## src/rtl/decode_stage_pkg.sv

```systemverilog
// RV32I opcode constants, decode enums and the decoded bundle type
// shared by the decode stage and anything that re-decodes instructions.
package decode_stage_pkg;

    localparam logic [6:0] OPC_LOAD   = 7'b0000011;
    localparam logic [6:0] OPC_OP_IMM = 7'b0010011;
    localparam logic [6:0] OPC_AUIPC  = 7'b0010111;
    localparam logic [6:0] OPC_STORE  = 7'b0100011;
    localparam logic [6:0] OPC_OP     = 7'b0110011;
    localparam logic [6:0] OPC_LUI    = 7'b0110111;
    localparam logic [6:0] OPC_BRANCH = 7'b1100011;
    localparam logic [6:0] OPC_JALR   = 7'b1100111;
    localparam logic [6:0] OPC_JAL    = 7'b1101111;
    localparam logic [6:0] OPC_SYSTEM = 7'b1110011;

    localparam logic [31:0] INSTR_ECALL  = 32'h0000_0073;
    localparam logic [31:0] INSTR_EBREAK = 32'h0010_0073;

    localparam logic [6:0] F7_BASE = 7'h00;
    localparam logic [6:0] F7_ALT  = 7'h20;

    typedef logic [4:0] reg_t;

    typedef enum logic [3:0] {
        ALU_ADD  = 4'd0,
        ALU_SUB  = 4'd1,
        ALU_SLL  = 4'd2,
        ALU_SLT  = 4'd3,
        ALU_SLTU = 4'd4,
        ALU_XOR  = 4'd5,
        ALU_SRL  = 4'd6,
        ALU_SRA  = 4'd7,
        ALU_OR   = 4'd8,
        ALU_AND  = 4'd9
    } alu_op_t;

    typedef enum logic [3:0] {
        CLS_ALU_RR  = 4'd0,
        CLS_ALU_IMM = 4'd1,
        CLS_LOAD    = 4'd2,
        CLS_STORE   = 4'd3,
        CLS_BRANCH  = 4'd4,
        CLS_JAL     = 4'd5,
        CLS_JALR    = 4'd6,
        CLS_LUI     = 4'd7,
        CLS_AUIPC   = 4'd8,
        CLS_SYSTEM  = 4'd9
    } instr_class_t;

    typedef struct packed {
        reg_t         rs1;
        reg_t         rs2;
        reg_t         rd;
        alu_op_t      alu;
        instr_class_t cls;
        logic [2:0]   f3;
        logic         reg_we;
        logic         use_rs1;
        logic         use_rs2;
        logic         ecall;
        logic         ebreak;
        logic         illegal;
    } dec_t;

    // alt selects SUB over ADD and SRA over SRL
    function automatic alu_op_t alu_of(input logic [2:0] f3, input logic alt);
        alu_op_t op;
        case (f3)
            3'b000:  op = alt ? ALU_SUB : ALU_ADD;
            3'b001:  op = ALU_SLL;
            3'b010:  op = ALU_SLT;
            3'b011:  op = ALU_SLTU;
            3'b100:  op = ALU_XOR;
            3'b101:  op = alt ? ALU_SRA : ALU_SRL;
            3'b110:  op = ALU_OR;
            default: op = ALU_AND;
        endcase
        return op;
    endfunction

endpackage

```

## src/rtl/decode_comb.sv

```systemverilog
// Purely combinational RV32I decode of one instruction word into a
// control bundle and sign-extended immediate.
module decode_comb
    import decode_stage_pkg::*;
#(
    parameter int XLEN = 32
) (
    input  logic [31:0]     i_instr,
    output dec_t            o_dec,
    output logic [XLEN-1:0] o_imm
);

    logic [6:0]  w_opc;
    logic [6:0]  w_f7;
    logic [2:0]  w_f3;
    logic [31:0] w_imm_i;
    logic [31:0] w_imm_s;
    logic [31:0] w_imm_b;
    logic [31:0] w_imm_u;
    logic [31:0] w_imm_j;
    logic [31:0] w_imm;
    logic        w_ill;
    logic        w_wr;
    dec_t        w_dec;

    assign w_opc = i_instr[6:0];
    assign w_f3  = i_instr[14:12];
    assign w_f7  = i_instr[31:25];

    assign w_imm_i = {{20{i_instr[31]}}, i_instr[31:20]};
    assign w_imm_s = {{20{i_instr[31]}}, i_instr[31:25], i_instr[11:7]};
    assign w_imm_b = {{19{i_instr[31]}}, i_instr[31], i_instr[7],
                      i_instr[30:25], i_instr[11:8], 1'b0};
    assign w_imm_u = {i_instr[31:12], 12'b0};
    assign w_imm_j = {{11{i_instr[31]}}, i_instr[31], i_instr[19:12],
                      i_instr[20], i_instr[30:21], 1'b0};

    always_comb begin
        w_dec         = '0;
        w_dec.rs1     = i_instr[19:15];
        w_dec.rs2     = i_instr[24:20];
        w_dec.rd      = i_instr[11:7];
        w_dec.f3      = w_f3;
        w_dec.alu     = ALU_ADD;
        w_dec.cls     = CLS_ALU_RR;
        w_dec.use_rs1 = 1'b1;
        w_imm         = '0;
        w_ill         = 1'b0;
        w_wr          = 1'b0;
        case (w_opc)
            OPC_OP: begin
                w_dec.use_rs2 = 1'b1;
                w_wr          = 1'b1;
                w_dec.alu     = alu_of(w_f3, w_f7 == F7_ALT);
                w_ill = !(w_f7 == F7_BASE ||
                          (w_f7 == F7_ALT && (w_f3 == 3'b000 || w_f3 == 3'b101)));
            end
            OPC_OP_IMM: begin
                w_dec.cls = CLS_ALU_IMM;
                w_wr      = 1'b1;
                w_imm     = w_imm_i;
                w_dec.alu = alu_of(w_f3, w_f3 == 3'b101 && i_instr[30]);
                w_ill = (w_f3 == 3'b001 && w_f7 != F7_BASE) ||
                        (w_f3 == 3'b101 && w_f7 != F7_BASE && w_f7 != F7_ALT);
            end
            OPC_LOAD: begin
                w_dec.cls = CLS_LOAD;
                w_wr      = 1'b1;
                w_imm     = w_imm_i;
                w_ill     = w_f3 == 3'b011 || w_f3[2:1] == 2'b11;
            end
            OPC_STORE: begin
                w_dec.cls     = CLS_STORE;
                w_dec.use_rs2 = 1'b1;
                w_imm         = w_imm_s;
                w_ill         = w_f3[2] || w_f3 == 3'b011;
            end
            OPC_BRANCH: begin
                w_dec.cls     = CLS_BRANCH;
                w_dec.alu     = ALU_SUB;
                w_dec.use_rs2 = 1'b1;
                w_imm         = w_imm_b;
                w_ill         = w_f3[2:1] == 2'b01;
            end
            OPC_JAL: begin
                w_dec.cls     = CLS_JAL;
                w_dec.use_rs1 = 1'b0;
                w_wr          = 1'b1;
                w_imm         = w_imm_j;
            end
            OPC_JALR: begin
                w_dec.cls = CLS_JALR;
                w_wr      = 1'b1;
                w_imm     = w_imm_i;
                w_ill     = w_f3 != 3'b000;
            end
            OPC_LUI: begin
                w_dec.cls     = CLS_LUI;
                w_dec.rs1     = '0;
                w_dec.use_rs1 = 1'b0;
                w_wr          = 1'b1;
                w_imm         = w_imm_u;
            end
            OPC_AUIPC: begin
                w_dec.cls     = CLS_AUIPC;
                w_dec.use_rs1 = 1'b0;
                w_wr          = 1'b1;
                w_imm         = w_imm_u;
            end
            OPC_SYSTEM: begin
                w_dec.cls     = CLS_SYSTEM;
                w_dec.use_rs1 = 1'b0;
                w_dec.ecall   = i_instr == INSTR_ECALL;
                w_dec.ebreak  = i_instr == INSTR_EBREAK;
                w_ill         = !(w_dec.ecall || w_dec.ebreak);
            end
            default: begin
                w_dec.use_rs1 = 1'b0;
                w_ill         = 1'b1;
            end
        endcase
        w_dec.illegal = w_ill;
        w_dec.reg_we  = w_wr && !w_ill && (w_dec.rd != '0);
    end

    assign o_dec = w_dec;
    assign o_imm = XLEN'($signed(w_imm));

endmodule

```

## src/rtl/decode_stage.sv

```systemverilog
// Decode pipeline stage: decode_comb behind a single-entry output
// register with valid/ready on both sides and a redirect flush.
module decode_stage
    import decode_stage_pkg::*;
#(
    parameter int XLEN = 32
) (
    input  logic            clk,
    input  logic            rst_n,
    input  logic            in_valid,
    output logic            in_ready,
    input  logic [31:0]     in_instr,
    input  logic [XLEN-1:0] in_pc,
    input  logic            flush,
    output logic            out_valid,
    input  logic            out_ready,
    output logic [XLEN-1:0] out_pc,
    output logic [4:0]      out_rs1,
    output logic [4:0]      out_rs2,
    output logic [4:0]      out_rd,
    output logic [XLEN-1:0] out_imm,
    output logic [3:0]      out_alu_op,
    output logic [3:0]      out_cls,
    output logic [2:0]      out_f3,
    output logic            out_reg_we,
    output logic            out_use_rs1,
    output logic            out_use_rs2,
    output logic            out_ecall,
    output logic            out_ebreak,
    output logic            out_illegal
);

    dec_t            w_dec;
    logic [XLEN-1:0] w_imm;
    logic            w_load;

    logic            r_valid;
    dec_t            r_dec;
    logic [XLEN-1:0] r_imm;
    logic [XLEN-1:0] r_pc;

    decode_comb #(
        .XLEN (XLEN)
    ) u_dec (
        .i_instr (in_instr),
        .o_dec   (w_dec),
        .o_imm   (w_imm)
    );

    assign in_ready = !r_valid || out_ready;
    // A flush squashes the instruction offered in the same cycle
    assign w_load   = in_valid && in_ready && !flush;

    always_ff @(posedge clk or negedge rst_n) begin
        if (!rst_n) begin
            r_valid <= 1'b0;
            r_dec   <= '0;
            r_imm   <= '0;
            r_pc    <= '0;
        end else begin
            if (flush)
                r_valid <= 1'b0;
            else if (w_load)
                r_valid <= 1'b1;
            else if (out_ready)
                r_valid <= 1'b0;
            if (w_load) begin
                r_dec <= w_dec;
                r_imm <= w_imm;
                r_pc  <= in_pc;
            end
        end
    end

    assign out_valid   = r_valid;
    assign out_pc      = r_pc;
    assign out_imm     = r_imm;
    assign out_rs1     = r_dec.rs1;
    assign out_rs2     = r_dec.rs2;
    assign out_rd      = r_dec.rd;
    assign out_alu_op  = r_dec.alu;
    assign out_cls     = r_dec.cls;
    assign out_f3      = r_dec.f3;
    assign out_reg_we  = r_dec.reg_we;
    assign out_use_rs1 = r_dec.use_rs1;
    assign out_use_rs2 = r_dec.use_rs2;
    assign out_ecall   = r_dec.ecall;
    assign out_ebreak  = r_dec.ebreak;
    assign out_illegal = r_dec.illegal;

endmodule

```

## config.mk

```make
export PLATFORM = sky130hd
export DESIGN_NAME = decode_stage
export DESIGN_NICKNAME = d
export VERILOG_FILES = /design/src/rtl/decode_stage_pkg.sv /design/src/rtl/decode_comb.sv /design/src/rtl/decode_stage.sv
export SDC_FILE = /design/constraint.sdc
export NUM_CORES = 1
export LEC_CHECK = 0
export BUFFER_PORTS_ARGS = -buffer_cell sky130_fd_sc_hd__buf_2
export CELL_PAD_IN_SITES_DETAIL_PLACEMENT = 1
export CELL_PAD_IN_SITES_GLOBAL_PLACEMENT = 2
export CORE_MARGIN = 8
export CORE_UTILIZATION = 32
export DETAILED_ROUTE_END_ITERATION = 8
export GPL_TIMING_DRIVEN = 0
export PLACE_DENSITY = 0.86
export SYNTH_ARGS = -nofsm -noshare
export SYNTH_HDL_FRONTEND = slang
export SYNTH_HIERARCHICAL = 1
export SYNTH_SLANG_ARGS = --single-unit
```

## constraint.sdc

```tcl
create_clock -name clk -period 2 [get_ports clk]
set_input_delay 0.3 -clock clk [delete_from_list [all_inputs] [get_ports clk]]
set_output_delay 0.3 -clock clk [all_outputs]
set_load 0.01 [all_outputs]
```

==> summary.md <==
| Metric | Value |
|---|---|
| Endpoints failing hold | 0 |
| Number of I/O pins | 167 |
| Post-Syn Area | ~0.0047 sq mm |
| Die width | 138 um |
| Area fraction of the dominant cell type after synthesis | 0.513 |
| ANT nets after route | 0 |
| Worst path required time | 2.22 ns |
| Reg2reg setup slack | 0.16 ns |
| Mean number of vias per cell | between 4 and 5 |
| CTS buffer count | 9 |
| Largest net degree at the start of global routing | 54 |
| Hold path cells | 2 |
| Cell Chain, Critical Path | nor2b_2, nor3b_4, buf_4, buf_6, mux2_1 |
| HP Start | flush |
| Post-CTS Resized | 0 |
| Wire length per cell | 19.3 um |
| Area Growth Syn to Fin | 29.2% |
| Layout Nets | about 620 |
| Dominant cell type by area after synthesis | dfrtp_1 |
| Worst hold path type | input port to register |
| First-pass GRT wire length | 22400 um |
| Ys async rst share | 1.00 |
| Startpoint types | register |
| Layout cell share with drive strength beyond 1 | 0.519 |
| Dpl hpwl | 11500 um |
| CP Capture Type | register |
| All-layer global routing usage | 0.153 |
| Worst R2R End | out_rs2[0]$_DFFE_PN0P_ |
| Finish-stage setup viols | 0 |
| Max incr delay on CP | 0.38 ns |
| Hold Path Sink | out_valid$_DFFE_PN0P_ |
| Grt total ovfl | 0 |
| Syn Nets | 447 |
| DR DRC count | 0 |
| Vias in the first global route | 4031 |
| Setup TNS | 0 ns |
| Period Utilization, post-route | 0.920 |
| RePlAce Congestion | between 0.8 and 0.9 |
| Peak supply drop | about 0.57 mV |
| Synthesized netlist cell count | 378 |
| H-tree lvl count | 3 |
| Tightest Pin Transition | 0.609 ns |
| Post-synth top cells | dfrtp_1, mux2_2, mux2_1 |
| Yosys cell types | 54 |
| Mean post-synth cell area | 12.5 sq um |
| Minimum clock period | 1.84 ns |
| Clock Path Buffers | 2 |
| Clock slew at reported path FFs | around 0.07 ns |
| Initial antenna violation count | 0 |
| Final WL | 14400 um |
| Setup CP Type | register to register |
| Core area | 0.0145 sq mm |
| # rows | 44 |
| RSZ-0062 raised after global routing | no |
| Top-count cell post-synth | dfrtp_1 |
| Arrival time worst endpoint | 2.06 ns |
| Reg-to-Reg Start | out_valid$_DFFE_PN0P_ |
| Starting density of the core | 0.327 |
| Max Fclk | roughly 540 MHz |
| CTS sink count | 97 |
| Worst relative slew slack | 0.594 |
| Root Driver | clkbuf_16 |
| # port buffers | 163 |
| Leakage power | 3.21 nW |
| Status | finished, final reports clean |
| Initial DRC Count | 115 |
| Total number of vias | 3580 |
| Worst-Skew Late Latency | roughly 0.34 ns |
| Chip height | 138 um |
| Clock Skew | 0.00377 ns |
| Final Core Density | 0.422 |
| EDFF count, synth | 0 |
| Crit-path slowest cell | dfrtp_1 |
| PwrDens | about 800 mW/mm^2 |
| Max-slew violation count | 0 |
| FF-to-FF path depth | 5 |
| Max_cap viols | 0 |
| Die area | 0.0189 sq mm |
| Largest cells by area after synthesis | dfrtp_1, mux2_2, mux2_1 |
| Main synth FF type | dfrtp_1 |
| Synth Warn # | 6 |
| Seq cells post-synth | 97 |
| Crit path max fanout | 10 |
| Post-synthesis sequential area ratio | 0.513 |
| DRT Pass-1 Iters | 4 |
| TritonCTS clock tree | done |
layout by cell type, fill, tap and decap left out, drive strengths merged, types with 2 or more instances in the layout:
master / count
nor3: 5
and2: 16
nor4: 6
inv: 4
nor2: 11
nor2b: 6
mux2: 96
o21a: 2
clkinv: 3
a21o: 12
dfrtp: 97
a22o: 5
xor2: 3
a21oi: 10
a22oi: 2
nand2b: 2
and2b: 3
nand3: 2
nand4: 3
nand2: 28
o21ai: 8
o31ai: 2
buf: 199
and3: 4
clkbuf: 14
critical path, delay by kind of cell, from the launching register on:
kind,cells,cell delay (ns)
and+or+nand+nor,2,0.50
buffers and inverters,2,0.49
DFF,1,0.38
muxes,1,0.35
worst max-delay path by stage:
stage                               start                 endpoint  slack (ns)
detailed placement           in_instr[16]  out_illegal$_DFFE_PN0P_       -0.03
global route        out_valid$_DFFE_PN0P_   out_rs2[0]$_DFFE_PN0P_        0.06
finish              out_valid$_DFFE_PN0P_   out_rs2[0]$_DFFE_PN0P_        0.16
floorplan                     in_instr[4]  out_imm[13]$_DFFE_PN0P_        0.26
CTS                 out_valid$_DFFE_PN0P_   out_rs2[0]$_DFFE_PN0P_        0.11
global placement                    rst_n    out_f3[2]$_DFFE_PN0P_       -0.38
per-layer routing:
metal	share of wire	wire, um	GRT usage
met1	0.40	5740	0.180
met2	0.51	7330	0.255
met3	0.069	994	0.0540
met4	0.019	277	0.0519
met5	0	0	0
cell type report:
class	instances	area, sq um
diodes	1	2.50
plain buffers	37	275
inverters	4	15.0
clock buffers	12	267
clock inverters	4	26.3
repair buffers	165	856
multi-input cells	240	2010
flip-flops and latches	97	2430
well taps	184	230
fillers	1615	8370
per-stage QoR:
| stage | power [mW] | std cells | hold slack, ns | cell area, sq um | worst slack (ns) |
|---|---|---|---|---|---|
| finish | 4.84 | 744 | 0.153 | 6110 | 0.159 |
| global route | 5.09 | 743 | 0.154 | 6110 | 0.0608 |
| CTS | 4.93 | 743 | 0.135 | 6110 | 0.114 |
| detailed placement | 3.22 | 726 | 0.357 | 5810 | -0.0258 |
| global placement | 3.17 | 725 | 0.465 | 5780 | -0.378 |
| floorplan | 2.74 | 378 | 0.00441 | 4730 | 0.258 |
flip-flops by register name (all words and copies together), names as in the netlist:
signal       count
out_imm         32
out_ecall        1
out_alu_op       4
out_use_rs2      1
out_rd           5
out_pc          32
out_illegal      1
out_rs2          5
out_f3           3
out_ebreak       1
out_use_rs1      1
out_reg_we       1
out_rs1          5
out_valid        1
out_cls          4
report_power, final:
group / leakage [nW] / internal (mW) / switching (mW) / total, mW
clock network: 0.145 / 0.943 / 0.741 / 1.68
logic: 1.84 / 0.430 / 0.470 / 0.899
registers: 1.23 / 2.16 / 0.0962 / 2.26
total: 3.21 / 3.53 / 1.31 / 4.84
timing repair:
item	4_1_cts	5_1_grt
endpoints found under the hold margin	44	0
setup buffers	0	0
hold buffers	1	0
endpoints found under the setup margin	0	0
cell families after synthesis:
kind of cell | synth area share
AND/OR/NAND/NOR | 0.114
XOR/XNOR | 0.00555
flip-flops | 0.513
multiplexers | 0.231
buffers and inverters | 0.0613
AO/OA/AOI/OAI | 0.0754
Power figures use the tool's default switching activity.
